$ cat config.mk
export PLATFORM = sky130hd
export DESIGN_NAME = multicycle_ctrl
export DESIGN_NICKNAME = d
export VERILOG_FILES = /design/src/rtl/multicycle_ctrl.sv
export SDC_FILE = /design/constraint.sdc
export NUM_CORES = 1
export LEC_CHECK = 0
export ABC_AREA = 1
export BUFFER_PORTS_ARGS = -buffer_cell sky130_fd_sc_hd__buf_2
export CORE_MARGIN = 5
export CORE_UTILIZATION = 25
export CTS_BUF_LIST = sky130_fd_sc_hd__clkbuf_16
export CTS_CLUSTER_SIZE = 10
export DETAILED_ROUTE_END_ITERATION = 12
export PLACE_DENSITY = 0.45
export SKIP_LAST_GASP = 1
export SLEW_MARGIN = 40
export SYNTH_ARGS = -nofsm -noshare
export SYNTH_HDL_FRONTEND = slang
export SYNTH_SLANG_ARGS = --single-unit
export TNS_END_PERCENT = 100
$ cat constraint.sdc
create_clock -name clk -period 3.7 [get_ports clk]
set_clock_uncertainty 0.05 [all_clocks]
set_input_delay 0.37 -clock clk [delete_from_list [all_inputs] [get_ports clk]]
set_output_delay 0.37 -clock clk [all_outputs]
set_load 0.05 [all_outputs]
$ cat src/rtl/multicycle_ctrl.sv
// multicycle_ctrl
//   Main control FSM for a multicycle RISC-style datapath. Sequences
//   fetch / decode / memory / ALU / branch steps and drives the datapath
//   mux selects and write enables for each step. Any memory wait that
//   runs for TIMEOUT_CYCLES cycles lands in a sticky TRAP state that
//   only rst leaves.
//
//   Optional feature: define MULDIV_EN to add a multiply/divide handshake
//   (md_start out, md_done in) and the MD_WAIT state.
//
// Ports
//   clk, rst            clock, asynchronous active-high reset
//   opcode[6:0]         instruction bits [6:0] (held by the IR)
//   funct7[6:0]         instruction bits [31:25]
//   mem_ready           memory access completes this cycle
//   alu_zero            ALU zero flag (used by PC logic, not here)
//   pc_write .. trap    1-bit datapath controls
//   alu_src_b[1:0]      00 reg, 01 const 4, 10 imm
//   alu_op[1:0]         00 add, 01 sub/compare, 10 funct-decoded
//   state[3:0]          current FSM state code (debug)
//   md_start / md_done  multiply/divide handshake (MULDIV_EN only)
//
// Handshake: memory is requested by holding mem_read/mem_write with iord
// for as many cycles as needed; the cycle in which mem_ready=1 is the
// completing cycle and the FSM moves on at the following edge. mem_ready
// is ignored outside FETCH, MEM_RD and MEM_WR.
module multicycle_ctrl #(
    parameter int TIMEOUT_CYCLES = 255
) (
    input  logic       clk,
    input  logic       rst,
    input  logic [6:0] opcode,
    input  logic [6:0] funct7,
    input  logic       mem_ready,
    input  logic       alu_zero,
`ifdef MULDIV_EN
    input  logic       md_done,
    output logic       md_start,
`endif
    output logic       pc_write,
    output logic       pc_write_cond,
    output logic       ir_write,
    output logic       iord,
    output logic       mem_read,
    output logic       mem_write,
    output logic       reg_write,
    output logic       mem_to_reg,
    output logic       alu_src_a,
    output logic       trap,
    output logic [1:0] alu_src_b,
    output logic [1:0] alu_op,
    output logic [3:0] state
);

    typedef enum logic [3:0] {
        S_FETCH    = 4'd0,
        S_DECODE   = 4'd1,
        S_MEM_ADDR = 4'd2,
        S_MEM_RD   = 4'd3,
        S_MEM_WB   = 4'd4,
        S_MEM_WR   = 4'd5,
        S_EXEC_R   = 4'd6,
        S_EXEC_I   = 4'd7,
        S_ALU_WB   = 4'd8,
        S_BRANCH   = 4'd9,
        S_MD_WAIT  = 4'd10,
        S_TRAP     = 4'd15
    } state_t;

    localparam logic [6:0] OP_LOAD   = 7'b0000011;
    localparam logic [6:0] OP_STORE  = 7'b0100011;
    localparam logic [6:0] OP_R      = 7'b0110011;
    localparam logic [6:0] OP_I      = 7'b0010011;
    localparam logic [6:0] OP_BRANCH = 7'b1100011;
    localparam logic [7:0] CNT_LAST  = 8'(TIMEOUT_CYCLES - 1);

    state_t     r_state;
    state_t     w_next;
    logic [7:0] r_wait_cnt;
    logic       w_waiting;   // current state is a guarded wait state
    logic       w_ready;     // completion input relevant to that state
    logic       w_expired;   // this cycle would be wait number TIMEOUT_CYCLES

    // alu_zero is routed to the PC logic elsewhere; funct7 only matters
    // with MULDIV_EN. Collected here so neither is a dangling input.
    logic w_unused;
    assign w_unused = alu_zero ^ (^funct7);

    assign state = r_state;

    always_comb begin
        w_waiting = 1'b0;
        w_ready   = mem_ready;
        case (r_state)
            S_FETCH, S_MEM_RD, S_MEM_WR: w_waiting = 1'b1;
`ifdef MULDIV_EN
            S_MD_WAIT: begin
                w_waiting = 1'b1;
                w_ready   = md_done;
            end
`endif
            default: w_waiting = 1'b0;
        endcase
    end

    assign w_expired = w_waiting && !w_ready && (r_wait_cnt == CNT_LAST);

    // Next-state logic
    always_comb begin
        w_next = r_state;
        case (r_state)
            S_FETCH:    if (w_expired) w_next = S_TRAP;
                        else if (mem_ready) w_next = S_DECODE;
            S_DECODE: begin
                case (opcode)
                    OP_LOAD, OP_STORE: w_next = S_MEM_ADDR;
`ifdef MULDIV_EN
                    OP_R:      w_next = (funct7 == 7'b0000001) ? S_MD_WAIT : S_EXEC_R;
`else
                    OP_R:      w_next = S_EXEC_R;
`endif
                    OP_I:      w_next = S_EXEC_I;
                    OP_BRANCH: w_next = S_BRANCH;
                    default:   w_next = S_TRAP;
                endcase
            end
            // The IR still holds the instruction, so opcode picks load/store.
            S_MEM_ADDR: w_next = (opcode == OP_STORE) ? S_MEM_WR : S_MEM_RD;
            S_MEM_RD:   if (w_expired) w_next = S_TRAP;
                        else if (mem_ready) w_next = S_MEM_WB;
            S_MEM_WB:   w_next = S_FETCH;
            S_MEM_WR:   if (w_expired) w_next = S_TRAP;
                        else if (mem_ready) w_next = S_FETCH;
            S_EXEC_R:   w_next = S_ALU_WB;
            S_EXEC_I:   w_next = S_ALU_WB;
            S_ALU_WB:   w_next = S_FETCH;
            S_BRANCH:   w_next = S_FETCH;
`ifdef MULDIV_EN
            S_MD_WAIT:  if (w_expired) w_next = S_TRAP;
                        else if (md_done) w_next = S_ALU_WB;
`endif
            S_TRAP:     w_next = S_TRAP;
            default:    w_next = S_TRAP;
        endcase
    end

    // Outputs. rst gates everything combinationally so no enable can be
    // seen while reset is held, even though FETCH would request memory.
    always_comb begin
        pc_write      = 1'b0;
        pc_write_cond = 1'b0;
        ir_write      = 1'b0;
        iord          = 1'b0;
        mem_read      = 1'b0;
        mem_write     = 1'b0;
        reg_write     = 1'b0;
        mem_to_reg    = 1'b0;
        alu_src_a     = 1'b0;
        trap          = 1'b0;
        alu_src_b     = 2'b00;
        alu_op        = 2'b00;
`ifdef MULDIV_EN
        md_start      = 1'b0;
`endif
        if (!rst) begin
            case (r_state)
                S_FETCH: begin
                    mem_read  = 1'b1;
                    alu_src_b = 2'b01;
                    ir_write  = mem_ready;
                    pc_write  = mem_ready;
                end
                S_DECODE:   alu_src_b = 2'b10;
                S_MEM_ADDR: begin
                    alu_src_a = 1'b1;
                    alu_src_b = 2'b10;
                end
                S_MEM_RD: begin
                    mem_read = 1'b1;
                    iord     = 1'b1;
                end
                S_MEM_WB: begin
                    reg_write  = 1'b1;
                    mem_to_reg = 1'b1;
                end
                S_MEM_WR: begin
                    mem_write = 1'b1;
                    iord      = 1'b1;
                end
                S_EXEC_R: begin
                    alu_src_a = 1'b1;
                    alu_op    = 2'b10;
                end
                S_EXEC_I: begin
                    alu_src_a = 1'b1;
                    alu_src_b = 2'b10;
                    alu_op    = 2'b10;
                end
                S_ALU_WB:   reg_write = 1'b1;
                S_BRANCH: begin
                    alu_src_a     = 1'b1;
                    alu_op        = 2'b01;
                    pc_write_cond = 1'b1;
                end
`ifdef MULDIV_EN
                // Counter is zero only in the first MD_WAIT cycle.
                S_MD_WAIT:  md_start = (r_wait_cnt == 8'd0);
`endif
                S_TRAP:     trap = 1'b1;
                default:    trap = 1'b0;
            endcase
        end
    end

    always_ff @(posedge clk or posedge rst) begin
        if (rst) begin
            r_state <= S_FETCH;
        end else begin
            r_state <= w_next;
        end
    end

    // Wait counter: zeroed on every state change, so it starts at 0 on
    // entry to each wait state and counts the not-ready cycles spent there.
    always_ff @(posedge clk or posedge rst) begin
        if (rst) begin
            r_wait_cnt <= 8'd0;
        end else if (w_next != r_state) begin
            r_wait_cnt <= 8'd0;
        end else if (w_waiting && !w_ready) begin
            r_wait_cnt <= r_wait_cnt + 8'd1;
        end
    end

endmodule

======== Yosys cells after proc, flatten, opt, wreduce, memory -nomap -nowiden ========
Index checks and enable logic that the tools add are counted.
Widths: inputs -> output; s select.
word-level totals
  ROM bits ................................ 0
  memories kept ........................... 0
  input port bits ......................... 18
  word-level logic and storage cells ...... 68
  bits in latches ......................... 0
  output and inout bits ................... 18
  flip-flop bits (word level) ............. 12
  bits in writable memories ............... 0
operators by class
  add/subtract/negate cells ............... 1
  multipliers ............................. 0
  mux-type cells .......................... 34
  $lt $le $gt $ge ......................... 0
  eq/ne operators ......................... 17
  shifts and indexed selects .............. 0
  reductions and logical operators ........ 14
  bitwise logic cells ..................... 0
  div/mod/pow operators ................... 0
operators by type and width
  cell                 count
  $pmux 4 s7           1
  $mux 4               6
  $mux 1               19
  $eq 4x3->1 const B   4
  $mux 8               2
  $pmux 4 s4           1
  $eq 7x6->1 const B   2
  $eq 4x4->1 const B   3
  $reduce_or 2->1      5
  $reduce_or 3->1      3
  $add 8x1->8 const B  1
  $eq 4x2->1 const B   2
  $eq 8x8->1 const B   1
  $pmux 2 s2           2
  $eq 7x2->1 const B   1
  $eq 7x5->1 const B   1
  $eq 7x7->1 const B   1
  $eq 4x1->1 const B   1
  $logic_not 4->1      1
  $mux 2               2
  $ne 4x4->1           1
  $reduce_or 4->1      1
  $mux 3               1
  $logic_and 1x1->1    2
  other kinds (2)      2

======== Depth between registers and ports, before layout ========
  word-level depth ........................ 9
  mapped depth ............................ 14
  depth with buffers taken out ............ 14

======== Worst setup path before layout ========
No wires, ideal clock.
  path kind ............................... reg2out
  start ................................... register r_state[2], in the netlist state[2]
  end ..................................... output pc_write
  stages on the path, launching flop included .. 5
  setup slack ............................. 0.823 ns
  arrival ................................. 2.457 ns
  buffers on the path ..................... 1
  data required time ...................... 3.280 ns
  cell sequence ........................... dfrtp_1 nor2_2 nand2_1 nor3_1 buf_4
on the way
  cells in the longest elaborated chain, start to end .. 3
RTL lines
  element                 RTL line  source
  start, declared         77        state_t r_state;
  start signal, assigned  219       r_state <= w_next;
  $logic_not 4->1         --
  $mux 1 (2 in a row)     --
  end, declared           40        output logic pc_write,
Every way passes these cells.

======== Worst setup path after layout ========
  start ................................... register r_state[2], in the netlist state[2]
  end ..................................... output alu_src_a
on the way
  cells in the longest elaborated chain, start to end .. 4
  elaborated cells between the ends (all ways) .. 7
  those cells by class .................... 4 x eq/ne; 2 x mux; 1 x reduce/logical
RTL lines
  element                               RTL line  source
  $eq 4x4->1 (tied with other cells)    166       case (r_state)
  $reduce_or 4->1 (no source line) (*)  --
  $mux 1 (*)                            166
  $mux 1 (*)                            165       if (!rst) begin
  end, declared                         48        output logic alu_src_a,
Every way passes the cells marked *; elsewhere a longest branch is shown, timed or not.

==> qor.yml <==
status:
  outcome: "finished, final reports clean"
timing:
  hold_viol: 0
  hold_ws_ns: 0.215
  setup_viol: 0
  min_period_ns: 2.08
  min_period_over_period_pct: 56.1
  relSlewSlack_pct: 61.5
  rsz0062_at_grt: "no"
  final_max_slew_viol_count: 0
  max_freq_mhz: 481
  tightest_slew_ns: 0.577
  setup_tns_ns: 0
critical_path:
  crit_type: "flop to output pin"
  crit_family: "buffers and inverters"
  critical_path_buf_inv_count: 4
  endpoint_kind: "output pin"
  cpPeakStageDelay_ns: 0.47
  required_ns: 3.28
  worstPathCellList: "inv_2 -> nor2_1 -> inv_1 -> nor2_1 -> inv_1 -> a31oi_1 -> buf_2"
  slowest_stage: "dfrtp_1"
  crit_arrival_ns: 1.66
  cp-start-kind: "flop"
  path_max_fanout: 6
logic_synthesis:
  synth_commonest_cells: "nand2_1 (45), nor2_1 (28), inv_1 (25), nand3_1 (15), dfrtp_1 (12)"
  synthDistinctLibCells: 20
  synth_top_area_share_pct: 29.7
  syn_area_um2: 1010
  syn_inst: 163
  synth.area.top_cells: "dfrtp_1 (30%), nand2_1 (17%), nor2_1 (10%)"
  postSynthRegisterBits: 12
  ys_seq_area_share_pct: 29.7
  syn_area_per_cell_um2: 6.19
  synth_ff_type: "dfrtp_1"
  synth.most_common_cell: "nand2_1"
  syn_nets: 183
  synth_top_cell_by_area: "dfrtp_1"
  yosysWarnings: 0
  async_flop_share_pct: 100
  synth_edf_count: 0
routing:
  antenna_left: 0
  vias_per_cell: 4.24
  num_vias: 1018
  drc: 0
  wl_per_cell_um: 11.0
  dr.pass1.iters: 4
  wirelength_mm: 2.63
  drt_iter0_drc: 35
finish:
  ff_latch_area_um2: 300
  drive_gt1_share_pct: 22.1
  syn2layout_area_growth_pct: 25.2
  multi_input_area_um2: 589
  antenna_cells: 0
  fillers: 466
  finalNonFillerCells: 240
  final_nets: 212
cts:
  clock-sinks: 12
  cts_resized: 0
  post_cts_buffers: 0
  clockBufferDepth: 2
  htree_levels: 1
  clock_latency_ns: 0.23
  clk_pin_slew_ns: 0.04
  hold_buffers: 0
  cts-root-buf: "clkbuf_16"
  numCtsBuffers: 3
  cts_tree: "yes"
die:
  rows: 23
  design.core.area_um2: 3970
  fp.dieW_um: 73.6
  start_util_pct: 25.4
  fp.dieH_um: 73.6
  ios: 36
  dieArea_um2: 5410
pwr:
  power_density_nw_per_um2: 274
  irDropWorstVdd_v: 0.000102
  p_leak_uw: 0.000687
global_route:
  antenna_found_initial: 0
  grt_pass1_wl_mm: 4.42
  grt_pass1_vias: 971
  grt_remaining_overflow: 0
  grt_start_max_net_pins: 15
  grt_use_total_pct: 10.3
run:
  maxCapViolations: 0
placement:
  dp.cells: 237
  dp_hpwl_mm: 2.13
  port-buffer-count: 27
  place.gp.congestion: 0.795
min_path:
  hold_path_class: "input pin to asynchronous set/reset pin"
## path summary, 6_finish.rpt
kind / cells after the start / from / end / slack [ns]
setup reg to reg: 11 / state[1]$_DFF_PP0_ / r_wait_cnt[6]$_DFFE_PP0P_ / 1.85
hold reg to reg: 3 / r_wait_cnt[3]$_DFFE_PP0P_ / r_wait_cnt[3]$_DFFE_PP0P_ / 0.50
setup / recovery: 7 / state[2]$_DFF_PP0_ / alu_src_a / 1.62
hold / removal: 2 / rst / r_wait_cnt[5]$_DFFE_PP0P_ / 0.22
max in group asynchronous: 2 / rst / r_wait_cnt[0]$_DFFE_PP0P_ / 3.01
min in group clk: 4 / mem_ready / state[2]$_DFF_PP0_ / 0.50
## through the flow
| stage | area [um^2] | setup slack (ns) | util (%) | total power, uW |
|---|---|---|---|---|
| after floorplan | 1010 | 0.823 | - | 146 |
| after global placement | 1190 | 1.70 | 29.9 | 155 |
| after detailed placement | 1190 | 1.72 | 29.9 | 155 |
| after CTS | 1260 | 1.60 | 31.8 | 351 |
| after global routing | 1260 | 1.42 | 31.8 | 358 |
| final | 1260 | 1.62 | 31.8 | 346 |
## power breakdown
group / switching [uW] / total [uW] / internal [uW]
Clock: 53.1 / 194 / 141
Combinational: 13.8 / 20.3 / 6.50
Sequential: 0 / 132 / 132
Total: 66.9 / 346 / 279
## logic make-up (layout without fill, tap and decap cells)
logic type,Yosys count,in the layout,synth area share [%]
AO/OA/AOI/OAI,11,11,5.58
XOR/XNOR,7,7,6.07
adder cells (fa/ha/maj),2,2,2.48
buffers and inverters,30,57,11.9
flip-flops,12,12,29.7
AND/OR/NAND/NOR,101,101,44.2
## layout by cell type (no fill, tap or decap), drive strengths merged
cell type / Yosys / routed
nand2: 47 / 47
nor2: 33 / 33
buf: 2 / 27
inv: 27 / 27
nand3: 18 / 18
dfrtp: 12 / 12
o21ai: 6 / 6
a21oi: 4 / 4
xor2: 4 / 4
xnor2: 3 / 3
clkbuf: 1 / 3
nor3: 2 / 2
ha: 2 / 2
nor4: 1 / 1
a31oi: 1 / 1
## sequential cells by signal, summed over array words and instances, names as in the netlist
| name | flops |
|---|---|
| r_wait_cnt | 8 |
| state | 4 |
## layer usage
| layer | wire (um) | track usage (%) | part of all wire, % | up-vias |
|---|---|---|---|---|
| met5 | 0 | 0 | 0 | - |
| met4 | 31 | 3.62 | 1.2 | 0 |
| met3 | 48 | 0.821 | 1.8 | 2 |
| met2 | 1270 | 17.6 | 48 | 14 |
| met1 | 1280 | 13.5 | 49 | 451 |
| li1 | - | - | - | 551 |
## area by class of cell
cell class	instances	area share, %
clock buffer	3	5.94
inverter	27	8.02
multi-input combinational	121	46.6
sequential	12	23.8
tap	50	4.95
timing repair buffer	27	10.7
Power figures use the tool's default switching activity.
